[src/rtl/vram_dma.sv]
// vram_dma: copies a block of bytes from CPU-side synchronous memory into
// VRAM through a one-deep read pipeline and a 2-entry {addr, data} FIFO.
// VRAM writes happen only while the video timing "writable" window is high.
// Optional feature macro: VRAM_DMA_FILL_EN (adds fill / fill_value inputs
// for constant-fill transfers that never read source memory).
//
// Handshake note: there is no backpressure on either side. A source read is
// requested by mem_rd and its data is taken from mem_data exactly one cycle
// later; a VRAM write is a single-cycle vram_we strobe with address/data
// valid in that same cycle. start is honoured only in IDLE.
module vram_dma #(
    parameter int ADDR_W = 12,
    parameter int SRC_W  = 16
) (
    input  logic              clk,
    input  logic              rst,
    input  logic              start,
    input  logic [SRC_W-1:0]  src_base,
    input  logic [ADDR_W-1:0] dst_base,
    input  logic [ADDR_W:0]   length,
    input  logic              writable,
`ifdef VRAM_DMA_FILL_EN
    input  logic              fill,
    input  logic [7:0]        fill_value,
`endif
    output logic              mem_rd,
    output logic [SRC_W-1:0]  mem_addr,
    input  logic [7:0]        mem_data,
    output logic              vram_we,
    output logic [ADDR_W-1:0] vram_address,
    output logic [7:0]        vram_data,
    output logic              busy,
    output logic              done,
    output logic [1:0]        dbg_state
);

    typedef enum logic [1:0] {
        ST_IDLE   = 2'd0,
        ST_RUN    = 2'd1,
        ST_FINISH = 2'd2
    } state_t;

    state_t state_q, state_d;

    logic [SRC_W-1:0]  src_q, src_d;
    logic [ADDR_W-1:0] dst_q, dst_d;
    logic [ADDR_W:0]   reads_rem_q, reads_rem_d;
    logic [ADDR_W:0]   writes_rem_q, writes_rem_d;
    logic              inflight_q, inflight_d;

    logic [ADDR_W-1:0] fifo_addr_q [2];
    logic [ADDR_W-1:0] fifo_addr_d [2];
    logic [7:0]        fifo_data_q [2];
    logic [7:0]        fifo_data_d [2];
    logic              rd_ptr_q, rd_ptr_d;
    logic              wr_ptr_q, wr_ptr_d;
    logic [1:0]        count_q, count_d;

    logic              fill_mode;
    logic [7:0]        push_data;

`ifdef VRAM_DMA_FILL_EN
    logic              fill_q, fill_d;
    logic [7:0]        fill_val_q, fill_val_d;
    assign fill_mode = fill_q;
    assign push_data = fill_q ? fill_val_q : mem_data;
`else
    assign fill_mode = 1'b0;
    assign push_data = mem_data;
`endif

    logic       accept;
    logic       issue;
    logic       push;
    logic       pop;
    logic       last_pop;
    logic [2:0] occupancy;

    // Issue/drain decisions: occupancy counts FIFO entries plus the read in
    // flight, minus the entry leaving this cycle, so the FIFO never exceeds 2.
    always_comb begin
        accept    = (state_q == ST_IDLE) && start;
        pop       = (count_q != 2'd0) && writable;
        push      = inflight_q;
        occupancy = {1'b0, count_q} + {2'b00, inflight_q} - {2'b00, pop};
        issue     = (state_q == ST_RUN) && writable &&
                    (reads_rem_q != '0) && (occupancy < 3'd2);
        last_pop  = pop && (writes_rem_q == (ADDR_W+1)'(1));
    end

    assign mem_rd       = issue && !fill_mode;
    assign mem_addr     = src_q;
    assign vram_we      = pop;
    assign vram_address = fifo_addr_q[rd_ptr_q];
    assign vram_data    = fifo_data_q[rd_ptr_q];
    assign busy         = (state_q != ST_IDLE);
    assign done         = (state_q == ST_FINISH);
    assign dbg_state    = state_q;

    // State register.
    always_ff @(posedge clk) begin
        if (rst) begin
            state_q <= ST_IDLE;
        end else begin
            state_q <= state_d;
        end
    end

    // Next-state logic: zero-length requests go straight to the done pulse.
    always_comb begin
        state_d = state_q;
        case (state_q)
            ST_IDLE: begin
                if (start) begin
                    state_d = (length != '0) ? ST_RUN : ST_FINISH;
                end
            end
            ST_RUN: begin
                if (last_pop) begin
                    state_d = ST_FINISH;
                end
            end
            ST_FINISH: state_d = ST_IDLE;
            default:   state_d = ST_IDLE;
        endcase
    end

    // Datapath next-state: counters, in-flight flag and FIFO bookkeeping.
    always_comb begin
        src_d        = src_q;
        dst_d        = dst_q;
        reads_rem_d  = reads_rem_q;
        writes_rem_d = writes_rem_q;
        inflight_d   = issue;
        fifo_addr_d  = fifo_addr_q;
        fifo_data_d  = fifo_data_q;
        rd_ptr_d     = rd_ptr_q;
        wr_ptr_d     = wr_ptr_q;
        count_d      = count_q + {1'b0, push} - {1'b0, pop};
`ifdef VRAM_DMA_FILL_EN
        fill_d       = fill_q;
        fill_val_d   = fill_val_q;
`endif
        if (accept) begin
            src_d        = src_base;
            dst_d        = dst_base;
            reads_rem_d  = length;
            writes_rem_d = length;
`ifdef VRAM_DMA_FILL_EN
            fill_d       = fill;
            fill_val_d   = fill_value;
`endif
        end else begin
            if (issue) begin
                src_d       = src_q + SRC_W'(1);
                reads_rem_d = reads_rem_q - (ADDR_W+1)'(1);
            end
            if (push) begin
                fifo_addr_d[wr_ptr_q] = dst_q;
                fifo_data_d[wr_ptr_q] = push_data;
                wr_ptr_d              = ~wr_ptr_q;
                dst_d                 = dst_q + ADDR_W'(1);
            end
            if (pop) begin
                rd_ptr_d     = ~rd_ptr_q;
                writes_rem_d = writes_rem_q - (ADDR_W+1)'(1);
            end
        end
    end

    // Datapath registers; reset empties the FIFO and drops any in-flight read.
    always_ff @(posedge clk) begin
        if (rst) begin
            src_q          <= '0;
            dst_q          <= '0;
            reads_rem_q    <= '0;
            writes_rem_q   <= '0;
            inflight_q     <= 1'b0;
            fifo_addr_q[0] <= '0;
            fifo_addr_q[1] <= '0;
            fifo_data_q[0] <= '0;
            fifo_data_q[1] <= '0;
            rd_ptr_q       <= 1'b0;
            wr_ptr_q       <= 1'b0;
            count_q        <= '0;
`ifdef VRAM_DMA_FILL_EN
            fill_q         <= 1'b0;
            fill_val_q     <= '0;
`endif
        end else begin
            src_q          <= src_d;
            dst_q          <= dst_d;
            reads_rem_q    <= reads_rem_d;
            writes_rem_q   <= writes_rem_d;
            inflight_q     <= inflight_d;
            fifo_addr_q[0] <= fifo_addr_d[0];
            fifo_addr_q[1] <= fifo_addr_d[1];
            fifo_data_q[0] <= fifo_data_d[0];
            fifo_data_q[1] <= fifo_data_d[1];
            rd_ptr_q       <= rd_ptr_d;
            wr_ptr_q       <= wr_ptr_d;
            count_q        <= count_d;
`ifdef VRAM_DMA_FILL_EN
            fill_q         <= fill_d;
            fill_val_q     <= fill_val_d;
`endif
        end
    end

endmodule
[config.mk]
export PLATFORM = sky130hd
export DESIGN_NAME = vram_dma
export DESIGN_NICKNAME = d
export VERILOG_FILES = /design/src/rtl/vram_dma.sv
export SDC_FILE = /design/constraint.sdc
export NUM_CORES = 1
export LEC_CHECK = 0
export CORE_MARGIN = 1.5
export CORE_UTILIZATION = 52
export DETAILED_ROUTE_END_ITERATION = 10
export PLACE_DENSITY = 0.79
export SYNTH_ARGS = -nofsm -noshare
export SYNTH_HDL_FRONTEND = slang
export SYNTH_SLANG_ARGS = --single-unit
export TNS_END_PERCENT = 100
[constraint.sdc]
create_clock -name clk -period 4.2 [get_ports clk]
set_clock_uncertainty 0.2 [all_clocks]
set_input_delay 0.63 -clock clk [delete_from_list [all_inputs] [get_ports clk]]
set_output_delay 0.63 -clock clk [all_outputs]
set_load 0.1 [all_outputs]
After elaboration in Yosys (flattened, before gate mapping)
Index checks and enable logic that the tools add are counted.
- register bits after elaboration: 101
- logic and storage cells: 77
- input port bits: 53
- output and inout port bits: 42
- equality and inequality tests: 5
- reduce and logical (&&, ||, !) cells: 18
- mux-type cells: 24
- add/sub/neg operators: 8
- bitwise operators: 5
- magnitude comparators: 4
- operators by type and width (cell ; number):
    12-bit two-way mux ; 6
    13-bit two-way mux ; 4
    16-bit two-way mux ; 2
    8-bit two-way mux ; 4
    13-bit nonzero test ; 2
    13-bit by 1-bit subtractor with 13-bit output, second input constant ; 2
    24-bit bitwise mux ; 1
    16-bit by 1-bit adder with 16-bit output, second input constant ; 1
    16-bit bitwise mux ; 1
    13-bit by 1-bit == test with 1-bit output, second input constant ; 1
    12-bit by 1-bit adder with 12-bit output, second input constant ; 1
    12-bit demux with 1-bit select ; 1
    2-bit nonzero test ; 5
    8-bit demux with 1-bit select ; 1
    1-bit logical AND ; 7
    2-bit two-way mux ; 3
    2-bit AND reduction ; 3
    2-bit >= comparator, second input constant ; 2
    2-bit inequality test, second input constant ; 2
    1-bit NOT with 2-bit output ; 2
    2-bit one-hot mux with 2 select lines ; 1
    2-bit by 1-bit adder with 3-bit output ; 1
    3-bit by 2-bit < comparator with 1-bit output, second input constant ; 1
    1-bit NOT ; 3
    7 further kinds ; 7

Logic depth before layout (Yosys ltp)
Gate-level depths: netlist of the first run.
- depth in word-level cells: 7
- gate-level depth with buffers: 12
- mapped depth without buffers: 11

Worst setup path after synthesis of the first run
Ideal clock, no wire load.
- path kind: input-to-output
- start point: in writable
- end point: out mem_rd
- path slack: 0.649 ns
- data arrival time: 2.721 ns
- buffers on the path: 1
- data required time: 3.370 ns
- cell stages on the path: 9
- path through: nand3_1 -> o21ai_0 -> ha_1 -> fa_1 -> nor4bb_1 -> nor2b_1 -> nand2_4 -> inv_4 -> buf_4
- word-level cells in the longest chain between the ends: 4
- elaborated cells between the ends (all ways): 6
- classes of those cells: add/sub (1); order compare (1); reduce/logical (4)
- ends and longest elaborated chain (what ; line ; RTL):
    start: declaration ; 21 ; input logic writable,
    1-bit logical AND ; 83 ; pop = (count_q != 2'd0) && writable;
    3-bit by 1-bit subtractor with 3-bit output ; 85 ; occupancy = {1'b0, count_q} + {2'b00, inflight_q} - {2'b00, pop};
    3-bit by 2-bit < comparator with 1-bit output ; 87 ; (reads_rem_q != '0) && (occupancy < 3'd2);
    1-bit logical AND (*) ; 87 ;
    end: declaration ; 26 ; output logic mem_rd,
Mark *: on every way between the ends. The rest lies on a longest branch, timed or not.

Final worst setup path of the first run
Ends and elaborated chain as after synthesis.

==> results of run 1 <==
metrics by stage:
step	cell area, um2	setup slack [ns]	hold WS [ns]
6_report	6058	0.2232	0.2560
4_1_cts	6058	0.2267	0.2577
3_3_place_gp	5862	0.3019	0.2380
5_1_grt	6058	0.04420	0.2753
2_1_floorplan	4883	0.6494	0.2329
3_5_place_dp	5862	0.2238	0.2430
per-layer routing:
metal / GRT usage, % / vias to the layer above / share of wire (%)
met5: 0 / - / 0
met4: 8.234 / 0 / 1.9
met3: 4.805 / 21 / 4.9
met2: 42.39 / 123 / 49
met1: 31.69 / 2143 / 44
li1: - / 2273 / -
worst reg2reg max path: cells and delay by family, from the launching register on:
family	cells	cell delay, ns
AND/OR/NAND/NOR	2	0.61
buffers and inverters	1	0.18
AO/OA/AOI/OAI	3	0.86
adder cells (fa/ha/maj)	2	0.68
flip-flops	1	0.63
cell usage in the layout, fill, tap and decap left out, types with 2 or more instances in the layout:
master             n
nand2_1          111
dfxtp_1          101
clkdlybuf4s50_1   71
a21oi_1           65
nor2_1            42
buf_4             30
a211oi_1          25
mux2_2            22
nor3_1            17
nand3_1           15
nor4_1            15
xnor2_1           14
inv_1             12
o21ai_0           12
xor2_1            12
clkbuf_8           9
or3_1              8
o21bai_1           7
ha_1               7
and3_1             6
or4_1              5
a311oi_1           5
nand4_1            5
nor2b_1            4
nand2b_1           4
a31oi_1            3
o21a_1             3
nor3b_1            3
nand4b_1           2
mux2i_1            2
o311ai_0           2
a22oi_1            2
o211ai_1           2
nand3b_1           2
inv_6              2
buf_12             2
cell families after synthesis:
| logic type | count (synthesis) |
|---|---|
| AOI/OAI and AO/OA | 139 |
| xor gates and xnor gates | 26 |
| adders and majority gates | 8 |
| buffers and inverters | 52 |
| DFF | 101 |
| muxes | 24 |
| and+or+nand+nor | 249 |
flip-flops by register name (all words and copies together), names as in the netlist:
name	flops
rd_ptr_q	1
dst_q	12
fifo_data_q	16
wr_ptr_q	1
writes_rem_q	13
dbg_state	2
fifo_addr_q	24
count_q	2
reads_rem_q	13
mem_addr	16
inflight_q	1
worst min-delay path by stage:
stage	to	slack, ns	from	depth (start not counted)
finish	fifo_addr_q[17]	0.26	fifo_addr_q[17]	2
detailed placement	fifo_addr_q[11]	0.24	fifo_addr_q[11]	2
CTS	fifo_addr_q[11]	0.26	fifo_addr_q[11]	2
global route	fifo_addr_q[11]	0.28	fifo_addr_q[11]	2
floorplan	fifo_addr_q[0]	0.23	fifo_addr_q[0]	2
global placement	fifo_data_q[7]	0.24	fifo_data_q[7]	2
final cells by class:
type / count / area [um2]
Clock buffer: 10 / 127.6
Clock inverter: 6 / 68.82
Fill cell: 747 / 3094
Inverter: 14 / 55.05
Multi-Input combinational cell: 446 / 2665
Sequential cell: 101 / 2022
Tap cell: 111 / 138.9
Timing Repair Buffer: 104 / 980.9
power groups by stage:
| stage | sequential (mW) | clock (mW) | combinational [mW] |
|---|---|---|---|
| 6_report | 1.09 | 0.625 | 0.575 |
| 3_3_place_gp | 1.11 | 0 | 0.564 |
| 4_1_cts | 1.09 | 0.641 | 0.575 |
| 2_1_floorplan | 1.22 | 0 | 0.286 |
| 5_1_grt | 1.10 | 0.680 | 0.618 |
| 3_5_place_dp | 1.11 | 0 | 0.572 |
==> results.py, run 1 <==
metrics = {
    "critical_path": {
        "crit_path_end_kind": "output pin",
        "critPathMaxFanout": 13,
        "critical_path_buf_inv_count": 3,
        "cp-start-kind": "input port",
        "r2r_end": "mem_addr[2]",
        "cp.required_ns": 3.37,
        "timing.rr.start": "inflight_q",
        "worstSetupPathType": "in2out",
        "r2r_setup_slack_ns": 0.96,
        "critPathTopFamily": "simple AND/OR/NAND/NOR gates",
        "crit_path_end": "mem_rd",
        "cp_cell_sequence": "clkdlybuf4s50_1 -> nand3_1 -> o21ai_0 -> ha_1 -> fa_1 -> nor4bb_1 -> nor2b_1 -> nand2_4 -> inv_4 -> buf_12",
        "slowest_stage": "clkdlybuf4s50_1",
        "ff2ff_path_depth": 8,
        "arrival_ns": 3.15,
        "cp_slowest_stage_delay_ns": 0.51,
        "cp_num_cells": 10,
        "worstSetupStartpoint": "writable",
    },
    "timing": {
        "tightestPinTransition_ns": 1.069,
        "final-setup-viol-count": 0,
        "fin_crit_sh_pct": 94.69,
        "relSlewSlack_pct": 28.64,
        "fmax_ghz": 0.2515,
        "rsz0062_at_grt": "no",
        "tns_ns": 0,
        "hold_viol_final": 0,
        "slew_viol_final": 0,
        "period_needed_ns": 3.977,
    },
    "clocking": {
        "ctsRootBufferMaster": "clkbuf_8",
        "cts_setup_buffers": 0,
        "path_clk_slew_ns": 0.10,
        "cts.htree.levels": 3,
        "cts_resized": 0,
        "cts_tree": "yes",
        "cts_sinks": 101,
        "cts_hold_buffers": 0,
        "cts_buffer_depth": 2,
        "insertion_delay_ns": 0.36,
        "cts_buffers": 9,
    },
    "pwr": {
        "power_density_nw_per_um2": 377.9,
        "power_leakage_nw": 2.129,
        "irDropWorstVdd_v": 0.0002633,
        "intPower_mw": 1.499,
        "p_total_mw": 2.289,
        "netSwitchingFraction_pct": 34.53,
        "p_clk_share_pct": 27.3,
        "switching_power_uw": 790.5,
        "p_comb_share_pct": 25.1,
        "p_seq_share_pct": 47.6,
    },
    "floorplan": {
        "rows": 35,
        "dieArea_um2": 9982,
        "coreArea_um2": 9153,
        "die_height_um": 99.91,
        "die_w_um": 99.91,
        "io_pins": 95,
        "start_util_pct": 53.36,
    },
    "synth": {
        "ys.flop_type": "dfxtp_1",
        "ys_ff_latch": 101,
        "synth.most_common_cell": "nand2_1",
        "synth-simple-area-share_pct": 24.08,
        "synth_top_family_by_area": "simple AND/OR/NAND/NOR gates",
        "synth_fa_ha_area_share_pct": 2.203,
        "async_flop_share_pct": 0,
        "yosysUniqueCellTypes": 59,
        "synth_seq_area_share_pct": 41.40,
        "yosysTopAreaCell": "dfxtp_1",
        "synthTopCellsByCount": "nand2_1 (112), dfxtp_1 (101), a21oi_1 (65)",
        "syn_avg_cell_area_um2": 8.153,
        "synthDominantCellAreaShare_pct": 41.40,
        "synth.area.top_cells": "dfxtp_1 (41%), nand2_1 (8.6%), a21oi_1 (6.7%)",
        "syn_nets": 660,
        "syn_inst": 599,
        "synth_xor_area_share_pct": 4.663,
        "synth_edf_count": 0,
        "yosys_warnings": 0,
        "syn_area_um2": 4883,
        "synth_compound_area_share_pct": 17.99,
        "synthMuxAreaShare_pct": 5.483,
    },
    "layout": {
        "syn_to_final_growth_pct": 24.06,
        "diodes": 0,
        "nets": 737,
        "fin_util_pct": 66.19,
        "fin_cells": 792,
        "drive_above_1_share_pct": 12.04,
    },
    "placed_design": {
        "gp_congestion": 0.8690,
        "port_buffers": 94,
        "dpl.hpwl_um": 8512,
        "dp.cells": 776,
    },
    "drt": {
        "wl_um": 12220,
        "viasPerCell": 5.758,
        "dr.pass1.iters": 4,
        "drcViolationCount": 0,
        "first_iter_violations": 164,
        "post_drt_wl_per_cell_um": 15.43,
        "dr_total_vias": 4560,
        "ant_nets": 0,
    },
    "global_route": {
        "grt-ovfl-total": 0,
        "grt_use_total_pct": 24.87,
        "grt_max_degree": 62,
        "grt_pass1_wl_um": 20180,
        "grt_pass1_vias": 4359,
        "antenna_found_initial": 0,
    },
    "run": {
        "maxCapViolCount": 0,
    },
    "worst_hold_path": {
        "hold_class": "reg2reg",
    },
    "run_status": {
        "status": "finished clean",
    },
}
(Power assumes the default switching activity.)
==> run 2: changes to the inputs <==
CORE_ASPECT_RATIO = 0.8   (was unset)
==> run 2 against run 1 <==
Effect of this change:
- wire length rose by 4.2%
- core utilization grew 1.9 points
- critical path depth stayed put
- global-route usage rose by 0.42 points
- sequential power hardly changed
- fmax rose by 1.4%
- non-clock buffer count increased by 2
- register-to-register slack improved by 0.08 ns
- largest cell class unchanged
- flip-flop and latch count stayed put
- final area rose by 2.0%
- critical endpoint unchanged
- first-iteration DRC count is 70% higher
==> results.py, run 2 (synthesis gave the netlist of run 1 again) <==
metrics = {
    "layout": {
        "drive_above_1_share_pct": 12.59,
        "fin_cells": 798,
        "fillers": 748,
        "final_common_cell": "nand2_1",
        "final_cell_mix": "nand2_1 (111), dfxtp_1 (101), clkdlybuf4s50_1 (71)",
        "largest_reg_flops": 24,
        "syn_to_final_growth_pct": 26.54,
        "nets": 739,
        "regMostFlops": "fifo_addr_q",
        "diodes": 0,
    },
    "critical_path": {
        "ff2ff_path_depth": 11,
        "cp.required_ns": 3.37,
        "critPathMaxFanout": 4,
        "crit_path_end_kind": "output pin",
        "worstSetupPathType": "in2out",
        "cp-start-kind": "input port",
        "arrival_ns": 3.09,
    },
    "global_route": {
        "grt_max_degree": 65,
        "grt-ovfl-total": 0,
        "antenna_found_initial": 0,
        "grt_pass1_wl_um": 20130,
        "grt_use_total_pct": 25.29,
        "grt_pass1_vias": 4053,
    },
    "drt": {
        "drcViolationCount": 0,
        "wl_um": 12740,
        "post_drt_wl_per_cell_um": 15.96,
        "dr_total_vias": 4581,
        "dr.pass1.iters": 5,
        "ant_nets": 0,
        "first_iter_violations": 279,
        "viasPerCell": 5.741,
    },
    "clocking": {
        "cts.htree.levels": 3,
        "cts_buffer_depth": 2,
        "cts_buffers": 9,
        "insertion_delay_ns": 0.35,
        "cts_sinks": 101,
        "ctsRootBufferMaster": "clkbuf_16",
        "path_clk_slew_ns": 0.07,
        "cts_tree": "yes",
    },
    "run_status": {
        "status": "finished clean",
    },
    "floorplan": {
        "die_height_um": 89.68,
        "coreArea_um2": 9076,
        "start_util_pct": 53.80,
        "die_w_um": 111.3,
        "dieArea_um2": 9985,
        "rows": 31,
        "io_pins": 95,
    },
    "timing": {
        "fin_crit_sh_pct": 93.33,
        "relSlewSlack_pct": 27.04,
        "setup_ws_ns": 0.2800,
        "tightestPinTransition_ns": 1.094,
        "period_needed_ns": 3.920,
        "slew_viol_final": 0,
        "final-setup-viol-count": 0,
        "rsz0062_at_grt": "no",
        "fmax_ghz": 0.2551,
        "hold_viol_final": 0,
        "tns_ns": 0,
    },
    "pwr": {
        "netSwitchingFraction_pct": 34.36,
        "p_total_mw": 2.503,
        "p_comb_share_pct": 23.2,
        "p_clk_share_pct": 33.3,
        "power_density_nw_per_um2": 405.1,
        "intPower_mw": 1.643,
        "p_seq_share_pct": 43.5,
        "switching_power_uw": 860.1,
        "irDropWorstVdd_v": 0.0002618,
        "power_leakage_nw": 2.184,
    },
    "placed_design": {
        "dp.cells": 782,
        "preCtsSetupSlack_ns": 0.1772,
        "dpl.hpwl_um": 8720,
        "gp_congestion": 0.8389,
        "port_buffers": 94,
    },
    "worst_hold_path": {
        "hold-path-cell-count": 2,
        "hold_class": "reg2reg",
    },
    "run": {
        "maxCapViolCount": 0,
    },
}
==> run 2: cell count changes in the layout (fill, tap and decap cells not counted), sizes merged <==
cell	previous run	this run
clkbuf	10	9
clkinvlp	1	0
bufinv	1	0
inv	15	17
buf	33	35
clkinv	3	4
==> run 2: repair_timing <==
item | in CTS | in global routing
hold buffers | 0 | 0
endpoints found under the setup margin | 0 | 1
gates resized for setup | 0 | 1
buffers inserted | 0 | 0
==> run 2: worst paths after layout <==
path	startpoint	to	slack [ns]
hold / removal	fifo_addr_q[10]	fifo_addr_q[10]	0.26
hold reg to reg	fifo_addr_q[10]	fifo_addr_q[10]	0.26
setup reg to reg	count_q[0]	mem_addr[4]	1.04
setup / recovery	writable	mem_rd	0.28
==> run 2: stage by stage <==
stage | area, um2 | hold WS, ns | utilization [%]
final | 6180 | 0.2574 | 68.09
after detailed placement | 5869 | 0.2436 | 64.67
after floorplan | 4883 | 0.2329 | -
after CTS | 6173 | 0.2551 | 68.02
after global placement | 5869 | 0.2382 | 64.67
after global routing | 6180 | 0.2721 | 68.09
==> run 2: power groups by stage <==
stage | Combinational (mW) | Sequential [mW] | Clock [mW]
after floorplan | 0.286 | 1.22 | 0
after global placement | 0.565 | 1.10 | 0
after detailed placement | 0.575 | 1.11 | 0
after CTS | 0.578 | 1.09 | 0.843
after global routing | 0.621 | 1.10 | 0.884
final | 0.580 | 1.09 | 0.835
==> run 2: final cells by class <==
type | instances | area (um2) | area share [%]
tap | 115 | 143.9 | 2.328
timing repair buffer | 106 | 983.4 | 15.91
multi-input combinational | 446 | 2671 | 43.23
inverter | 14 | 55.05 | 0.8909
clock inverter | 7 | 78.83 | 1.276
clock buffer | 9 | 225.2 | 3.644
sequential | 101 | 2022 | 32.72
==> run 2: worst max-delay path, stage by stage <==
cell and delay, ns:
clkdlybuf4s50_1 0.52, nand3_1 0.14, o21ai_0 0.11, ha_1 0.19, fa_1 0.44, nor4bb_2 0.43
nor2b_1 0.30, nand2_4 0.09, inv_4 0.08, buf_12 0.16
==> run 2: routing by layer <==
layer | part of all wire (%) | global-route usage (%)
met5 | 0 | 0
met4 | 0.99 | 7.020
met3 | 6.7 | 5.570
met2 | 44 | 39.43
met1 | 48 | 35.83
==> run 3: changes to the inputs <==
ABC_CLOCK_PERIOD_IN_PS = 4200   (was unset)
GPL_ROUTABILITY_DRIVEN = 0   (was unset)
==> results of run 3 <==
Final layout, timing and power as in run 2 (identical DEF).
